### src/rtl/lfsr_pkg.sv
// ============================================================================
// Module  : lfsr_pkg
// Purpose : Shared types and the single-step LFSR function for lfsr_gen.
// Rev     : 1.0  initial release
// ============================================================================
`default_nettype none

package lfsr_pkg;

   typedef enum logic [0:0] {
      LFSR_FIB = 1'b0,
      LFSR_GAL = 1'b1
   } lfsr_mode_e;

   typedef enum logic [0:0] {
      IDLE = 1'b0,
      RUN  = 1'b1
   } meas_state_e;

   // Operates on a 32-bit container; only the low 'width' bits are meaningful.
   function automatic logic [31:0] lfsr_next(input logic [31:0] state,
                                             input logic [31:0] tap,
                                             input lfsr_mode_e  mode,
                                             input int unsigned width);
      logic [31:0] mask;
      logic [31:0] shifted;
      mask    = (width >= 32) ? 32'hFFFF_FFFF : ((32'd1 << width) - 32'd1);
      shifted = (state << 1) & mask;
      if (mode == LFSR_FIB) begin
         return shifted | {31'd0, ^(state & tap & mask)};
      end
      return shifted ^ (state[width-1] ? (tap & mask) : 32'd0);
   endfunction

endpackage : lfsr_pkg

`default_nettype wire

### src/rtl/lfsr_core.sv
// ============================================================================
// Module  : lfsr_core
// Purpose : LFSR state, tap and mode registers with next-state logic.
// Rev     : 1.0  initial release
// ============================================================================
`default_nettype none

module lfsr_core
   import lfsr_pkg::*;
#(
   parameter int          WIDTH        = 8,
   parameter logic [31:0] DEFAULT_SEED = 32'h01,
   parameter logic [31:0] DEFAULT_TAP  = 32'h0E
) (
   input  logic             clk,
   input  logic             resetn,
   input  logic             load,
   input  logic [WIDTH-1:0] load_seed,
   input  logic [WIDTH-1:0] load_tap,
   input  lfsr_mode_e       load_mode,
   input  logic             step,
   output logic [WIDTH-1:0] state,
   output logic [WIDTH-1:0] next
);

   localparam logic [WIDTH-1:0] c_one = {{(WIDTH-1){1'b0}}, 1'b1};

   logic [WIDTH-1:0] r_state;
   logic [WIDTH-1:0] r_tap;
   lfsr_mode_e       r_mode;
   logic [WIDTH-1:0] w_next;

   assign w_next = WIDTH'(lfsr_next(32'(r_state), 32'(r_tap), r_mode, WIDTH));

   always_ff @(posedge clk or negedge resetn) begin
      if (!resetn) begin
         r_state <= DEFAULT_SEED[WIDTH-1:0];
         r_tap   <= DEFAULT_TAP[WIDTH-1:0];
         r_mode  <= LFSR_FIB;
      end else if (load) begin
         // An all-zero seed would lock the register, so it is forced to 1.
         r_state <= (load_seed == '0) ? c_one : load_seed;
         r_tap   <= load_tap;
         r_mode  <= load_mode;
      end else if (step) begin
         r_state <= w_next;
      end
   end

   assign state = r_state;
   assign next  = w_next;

endmodule : lfsr_core

`default_nettype wire

### src/rtl/lfsr_gen.sv
// ============================================================================
// Module  : lfsr_gen
// Purpose : PRBS source with config load, valid/ready stream, period measure.
// Rev     : 1.0  initial release
// ============================================================================
`default_nettype none

module lfsr_gen
   import lfsr_pkg::*;
#(
   parameter int          WIDTH        = 8,
   parameter logic [31:0] DEFAULT_SEED = 32'h01,
   parameter logic [31:0] DEFAULT_TAP  = 32'h0E
) (
   input  logic             clk,
   input  logic             resetn,
   input  logic             cfg_load,
   input  logic [WIDTH-1:0] cfg_seed,
   input  logic [WIDTH-1:0] cfg_tap,
   input  logic             cfg_mode,
   output logic             cfg_ready,
   output logic             seed_err,
   output logic [WIDTH-1:0] dout,
   output logic             dout_valid,
   input  logic             dout_ready,
   input  logic             meas_start,
   output logic             meas_busy,
   output logic             meas_done,
   output logic             meas_timeout,
   output logic [WIDTH:0]   period
);

   localparam logic [WIDTH:0] c_cnt_limit = {1'b1, {WIDTH{1'b0}}};

   meas_state_e      r_fsm;
   meas_state_e      w_fsm_nxt;
   logic [WIDTH-1:0] r_ref;
   logic [WIDTH:0]   r_cnt;
   logic [WIDTH:0]   r_period;
   logic             r_done;
   logic             r_timeout;
   logic             r_seed_err;

   logic             w_load;
   logic             w_start;
   logic             w_step;
   logic             w_hit;
   logic             w_to;
   logic [WIDTH:0]   w_cnt_inc;
   logic [WIDTH-1:0] w_state;
   logic [WIDTH-1:0] w_next;

   lfsr_core #(
      .WIDTH        (WIDTH),
      .DEFAULT_SEED (DEFAULT_SEED),
      .DEFAULT_TAP  (DEFAULT_TAP)
   ) u_core (
      .clk       (clk),
      .resetn    (resetn),
      .load      (w_load),
      .load_seed (cfg_seed),
      .load_tap  (cfg_tap),
      .load_mode (lfsr_mode_e'(cfg_mode)),
      .step      (w_step),
      .state     (w_state),
      .next      (w_next)
   );

   assign w_cnt_inc = r_cnt + 1'b1;

   always_ff @(posedge clk or negedge resetn) begin
      if (!resetn) begin
         r_fsm <= IDLE;
      end else begin
         r_fsm <= w_fsm_nxt;
      end
   end

   always_comb begin
      w_fsm_nxt = r_fsm;
      w_load    = 1'b0;
      w_start   = 1'b0;
      w_step    = 1'b0;
      w_hit     = 1'b0;
      w_to      = 1'b0;
      case (r_fsm)
         IDLE: begin
            if (cfg_load) begin
               w_load = 1'b1;
            end else if (meas_start) begin
               w_start   = 1'b1;
               w_fsm_nxt = RUN;
            end else begin
               w_step = dout_ready;
            end
         end
         RUN: begin
            w_step = 1'b1;
            if (w_next == r_ref) begin
               w_hit     = 1'b1;
               w_fsm_nxt = IDLE;
            end else if (w_cnt_inc == c_cnt_limit) begin
               w_to      = 1'b1;
               w_fsm_nxt = IDLE;
            end
         end
         default: w_fsm_nxt = IDLE;
      endcase
   end

   always_ff @(posedge clk or negedge resetn) begin
      if (!resetn) begin
         r_ref      <= '0;
         r_cnt      <= '0;
         r_period   <= '0;
         r_done     <= 1'b0;
         r_timeout  <= 1'b0;
         r_seed_err <= 1'b0;
      end else begin
         r_done     <= w_hit;
         r_timeout  <= w_to;
         r_seed_err <= w_load && (cfg_seed == '0);
         if (w_start) begin
            r_ref <= w_state;
            r_cnt <= '0;
         end else if (r_fsm == RUN) begin
            r_cnt <= w_cnt_inc;
         end
         if (w_hit) begin
            r_period <= w_cnt_inc;
         end
      end
   end

   assign dout         = w_state;
   assign cfg_ready    = (r_fsm == IDLE);
   assign dout_valid   = (r_fsm == IDLE);
   assign meas_busy    = (r_fsm == RUN);
   assign meas_done    = r_done;
   assign meas_timeout = r_timeout;
   assign seed_err     = r_seed_err;
   assign period       = r_period;

endmodule : lfsr_gen

`default_nettype wire
### config.mk
export PLATFORM = sky130hd
export DESIGN_NAME = lfsr_gen
export DESIGN_NICKNAME = d
export VERILOG_FILES = /design/src/rtl/lfsr_pkg.sv /design/src/rtl/lfsr_core.sv /design/src/rtl/lfsr_gen.sv
export SDC_FILE = /design/constraint.sdc
export NUM_CORES = 1
export LEC_CHECK = 0
export CAP_MARGIN = 10
export CORE_UTILIZATION = 56
export CTS_CLUSTER_SIZE = 25
export DETAILED_ROUTE_END_ITERATION = 10
export PLACE_DENSITY = 0.85
export SKIP_LAST_GASP = 1
export SLEW_MARGIN = 10
export SYNTH_ARGS = -nofsm -noshare
export SYNTH_HDL_FRONTEND = slang
export SYNTH_SLANG_ARGS = --single-unit
export TNS_END_PERCENT = 1
### constraint.sdc
create_clock -name clk -period 3.8 [get_ports clk]
set_input_delay 0.76 -clock clk [delete_from_list [all_inputs] [get_ports clk]]
set_output_delay 0.76 -clock clk [all_outputs]
set_load 0.01 [all_outputs]
# Yosys cells after proc, flatten, opt, wreduce, memory -nomap -nowiden
# Index checks and enable logic that the tools add are counted.
# Widths: inputs -> output; s select.
# op_classes
addsub	1
n_bitwise	4
n_reduce_logical	5
n_mux	23
eq_ne	2
# ops
operator	n
$mux 8	5
$reduce_xor 32->1	1
$mux 9	2
$mux 1	14
$add 9x1->9 const B	1
$eq 9x9->1 const B	1
$and 8x8->8	1
$eq 8x8->1	1
$logic_not 8->1	1
$or 8x1->8	1
$xor 8x8->8	1
$pmux 1 s2	2
$reduce_bool 2->1	2
$logic_and 1x1->1	1
$not 1->1	1
# word_totals
reg_bits	47

# Logic depth before layout (Yosys ltp)
# logic_depth
ltp_word	7
ltp_mapped	9
mapped_depth_nobuf	7

# By module
# Synthesis repeated with hierarchy kept, for this count alone.
# unflattened
cells_unflattened	254
hier_area_um2	2626.3
# modules_own_cells
mod	area_per_inst_um2	cells_per_inst	n_inst	seq_area_each_um2
lfsr_gen	1632.8	153	1	750.7
lfsr_core	993.5	101	1	430.4

# Worst setup path before layout
# No wires, ideal clock.
# synth_path
path_kind	reg2reg
from	register u_core.r_tap[2]
to	register r_period[1], in the netlist period[1]
path_stages_with_launch	9
arrival_time_ns	2.203
setup_slack_ns	1.472
synth_period_minus_slack_ns	2.328
path_buffers	1
required_time_ns	3.675
cell_sequence	dfstp_2 > nand3_1 > xor2_1 > xnor2_1 > or4_1 > nor3_2 > and4_1 > buf_6 > mux2_4
# synth_between
elab_chain_cells	7
# synth_lines
element	line_no	source
from (decl)	lfsr_core.sv:29	logic [WIDTH-1:0] r_tap;
from (signal assigned)	lfsr_core.sv:38	r_tap <= DEFAULT_TAP[WIDTH-1:0];
from (signal assigned)	lfsr_core.sv:43	r_tap <= load_tap;
$and 8x8->8	lfsr_pkg.sv:30	return shifted | {31'd0, ^(state & tap & mask)};
$reduce_xor 32->1	lfsr_pkg.sv:30	
$or 8x1->8	lfsr_pkg.sv:30	
$mux 8 (*)	lfsr_pkg.sv:32	return shifted ^ (state[width-1] ? (tap & mask) : 32'd0);
$eq 8x8->1 (*)	lfsr_gen.sv:99	if (w_next == r_ref) begin
$mux 1 (*)	lfsr_gen.sv:99	
$mux 1 (*)	lfsr_gen.sv:86	case (r_fsm)
via w_hit	lfsr_gen.sv:47	logic w_hit;
to (signal assigned)	lfsr_gen.sv:130	r_period <= w_cnt_inc;
to (decl)	lfsr_gen.sv:39	logic [WIDTH:0] r_period;
# The timed path passes the listed nets; every way through them passes the cells marked *.
# A chain may end at the register's enable or synchronous reset.

# Worst setup path in the final report
# layout_path
from	register u_core.r_state[7], in the netlist u_core.state[7]
to	register r_period[1], in the netlist period[1]
# layout_between
elab_chain_cells	7
# layout_lines
element	line_no	source
from (decl)	lfsr_core.sv:28	logic [WIDTH-1:0] r_state;
from (signal assigned)	lfsr_core.sv:37	r_state <= DEFAULT_SEED[WIDTH-1:0];
from (signal assigned)	lfsr_core.sv:42	r_state <= (load_seed == '0) ? c_one : load_seed;
from (signal assigned)	lfsr_core.sv:46	r_state <= w_next;
$and 8x8->8	lfsr_pkg.sv:30	
$reduce_xor 32->1	lfsr_pkg.sv:30	
$or 8x1->8	lfsr_pkg.sv:30	
$mux 8 (*)	lfsr_pkg.sv:32	
$eq 8x8->1 (*)	lfsr_gen.sv:99	
$mux 1 (*)	lfsr_gen.sv:99	
$mux 1 (*)	lfsr_gen.sv:86	
# Every way passes the cells marked *; elsewhere a longest branch is shown, timed or not.

==> results.toml <==
[die]
fp-row-count = 23
fp.dieH_um = 68.0
io_pins = 45
die_w_um = 68.0
initial_core_util_pct = 59.6
core_area_um2 = 4090
dieArea_um2 = 4620

[synthesis]
ys_seq_elements = 47
synth_area_um2 = 2440
syn_nets = 247
synth_most_common_cell = "dfrtp_1"
synth.area.top_cells = "dfrtp_1, mux2_2, nand2_1"
synth_top_area_share_pct = 44.2
synth_flop_cell = "dfrtp_1"
synth_commonest_cells = "dfrtp_1, nand2_1, o21ai_0"
netlist_instances = 223
synth_top_area_cell = "dfrtp_1"
synth.distinct_cells = 35
yosysSeqAreaShare_pct = 48.5
synth-edff-count = 0
yosys_warnings = 0
syn_avg_cell_area_um2 = 10.9
async_flop_share_pct = 100

[sta]
period_needed_ps = 2830
hold_violations = 0
fmax_mhz = 354
slew_headroom_pct = 32.2
worst_slew_pin_slew_ps = 1020
skew_ps = 9.80
rsz0062_at_grt = "false"
fin_setup_tns_ps = 0
finalSetupViolCount = 0
fin_ws_ps = 974
drv_slew = 0
min_period_over_period_pct = 74.4

[pwr]
p_int_uw = 1510
p_leak_uw = 0.00129
p_comb_share_pct = 46.1
p_clk_share_pct = 14.8
swShare_pct = 38.5
vdd_drop_max_mv = 0.553
seq_power_share_pct = 39.2
switchingPower_uw = 949
powerDensity_nw_per_um2 = 820

[grt]
grt_use_total_pct = 25.0
grt_overflow = 0
grt_pass1_wl_um = 8390
antenna_found_initial = 0
grt_max_degree = 48
grt_pass1_vias = 1712

[placed_design]
pre_cts_ws_ps = 1010
numPortBuffers = 44
dp.cells = 308
place.gp.congestion = 0.864
dp_hpwl_um = 3700

[clock_tree]
cts_resized = 0
clk_latency_ps = 300
clkTransAtPathRegs_ps = 90
cts_hold_buffers = 0
numCtsBuffers = 5
cts_sinks = 47
cts_tree = "built"
cts_setup_buffers = 0
htree_levels = 2
ctsLongestPathBuffers = 2
cts_root_buf = "clkbuf_8"

[worst_setup_path]
cp_max_fo = 13
arrival_ps = 3020
cp.required_ps = 3990
critical_path_class = "reg2reg"
end_kind = "register"
reg2reg_slack_ps = 970
crit_path_start_kind = "register"

[final_layout]
finalNetCount = 289
syn2layout_area_growth_pct = 23.3
final_cells = 316
drive_above_1_share_pct = 16.2
n_antenna_cell = 0

[drt]
drt-wirelength-per-cell_um = 16.1
viasPerCell = 5.62
drc_errors = 0
routed_wirelength_um = 5080
ant_nets = 0
drt_iter0_markers = 166
first_pass_iters = 4
vias = 1775

[outcome]
status = "complete, no violations"

[flow_run]
maxCapViolCount = 0

[worst_hold_path]
worst_hold_path_type = "reg2reg"
==> sequential cells by signal, summed over array words and instances, names as in the netlist <==
signal,cells
r_ref,8
u_core.state,8
r_cnt,9
seed_err,1
period,9
meas_busy,1
meas_timeout,1
u_core.r_mode,1
u_core.r_tap,8
meas_done,1
==> cells in the final DEF, fill, tap and decap left out <==
cell / instances
nor3_1: 2
clkbuf_8: 5
ha_1: 2
dfrtp_1: 43
xnor2_1: 12
xnor3_1: 3
a31oi_1: 1
nor4_1: 3
and4_1: 1
or4_1: 1
nor3_2: 1
mux2i_1: 2
nand2_1: 33
nand3_1: 16
inv_1: 3
mux2_2: 17
a211oi_1: 1
xor2_1: 14
a31o_2: 1
a211o_1: 1
o211ai_1: 2
dfstp_2: 4
a22o_1: 5
clkinv_4: 1
clkdlybuf4s50_1: 43
o21a_1: 1
buf_4: 2
nand2_2: 1
and3_1: 4
nor3b_1: 1
clkinv_1: 1
a21oi_1: 2
nor2_1: 4
o21ai_0: 22
buf_2: 1
mux2_4: 8
bufinv_16: 1
clkinv_2: 1
==> layout make-up <==
type,count,area [um^2]
tap,50,62.6
fill,295,1080
clock inverter,3,43.8
sequential,47,1180
inverter,4,15.0
timing repair buffer,46,450
multi-input combinational,161,1180
clock buffer,5,68.8
==> per-stage QoR <==
step | total power, uW | instance area [um^2] | util (%) | hold WS [ps]
2_1_floorplan | 1700 | 2440 | - | 464
3_3_place_gp | 2030 | 2890 | 70.8 | 500
3_5_place_dp | 2080 | 2890 | 70.8 | 500
4_1_cts | 2460 | 3000 | 73.5 | 526
5_1_grt | 2620 | 3000 | 73.5 | 541
6_report | 2460 | 3000 | 73.5 | 518
==> worst max-delay path, stage by stage, from the launching register on <==
cell     delay, ps
dfrtp_1        610
nand3_1        150
xor2_1         190
xnor2_1        140
or4_1          540
nor3_2         140
and4_1         600
mux2_4         350
==> power by group through the flow <==
| stage | registers, uW | clock network, uW | logic [uW] |
|---|---|---|---|
| 6_report | 964 | 364 | 1130 |
| 5_1_grt | 995 | 391 | 1230 |
| 4_1_cts | 955 | 371 | 1130 |
| 3_5_place_dp | 963 | 0 | 1120 |
| 3_3_place_gp | 955 | 0 | 1070 |
| 2_1_floorplan | 895 | 0 | 808 |
==> per-layer routing <==
metal | GRT usage (%) | routed length (um) | up-vias
li1 | - | - | 860
met1 | 35.6 | 2370 | 855
met2 | 38.8 | 2400 | 51
met3 | 4.00 | 229 | 9
met4 | 7.81 | 81 | 0
met5 | 0 | 0 | -
==> cell families after synthesis <==
logic type               Yosys count  share of synthesized area [%]
AND/OR/NAND/NOR                   67                           12.8
buffers and inverters             15                           2.98
adder cells (fa/ha/maj)            2                           1.03
flip-flops                        47                           48.5
AO/OA/AOI/OAI                     36                           8.94
multiplexers                      27                           13.6
XOR/XNOR                          29                           12.1
==> final timing paths <==
check / start / to / cells past startpoint
max: u_core.state[7] / period[1] / 7
min: period[7] / period[7] / 1
max reg2reg: u_core.state[7] / period[1] / 7
min reg2reg: period[7] / period[7] / 1
max in group asynchronous: resetn / r_cnt[2] / 1
min in group asynchronous: resetn / u_core.state[3] / 1
Note: power is estimated with default switching activity, not from simulation.
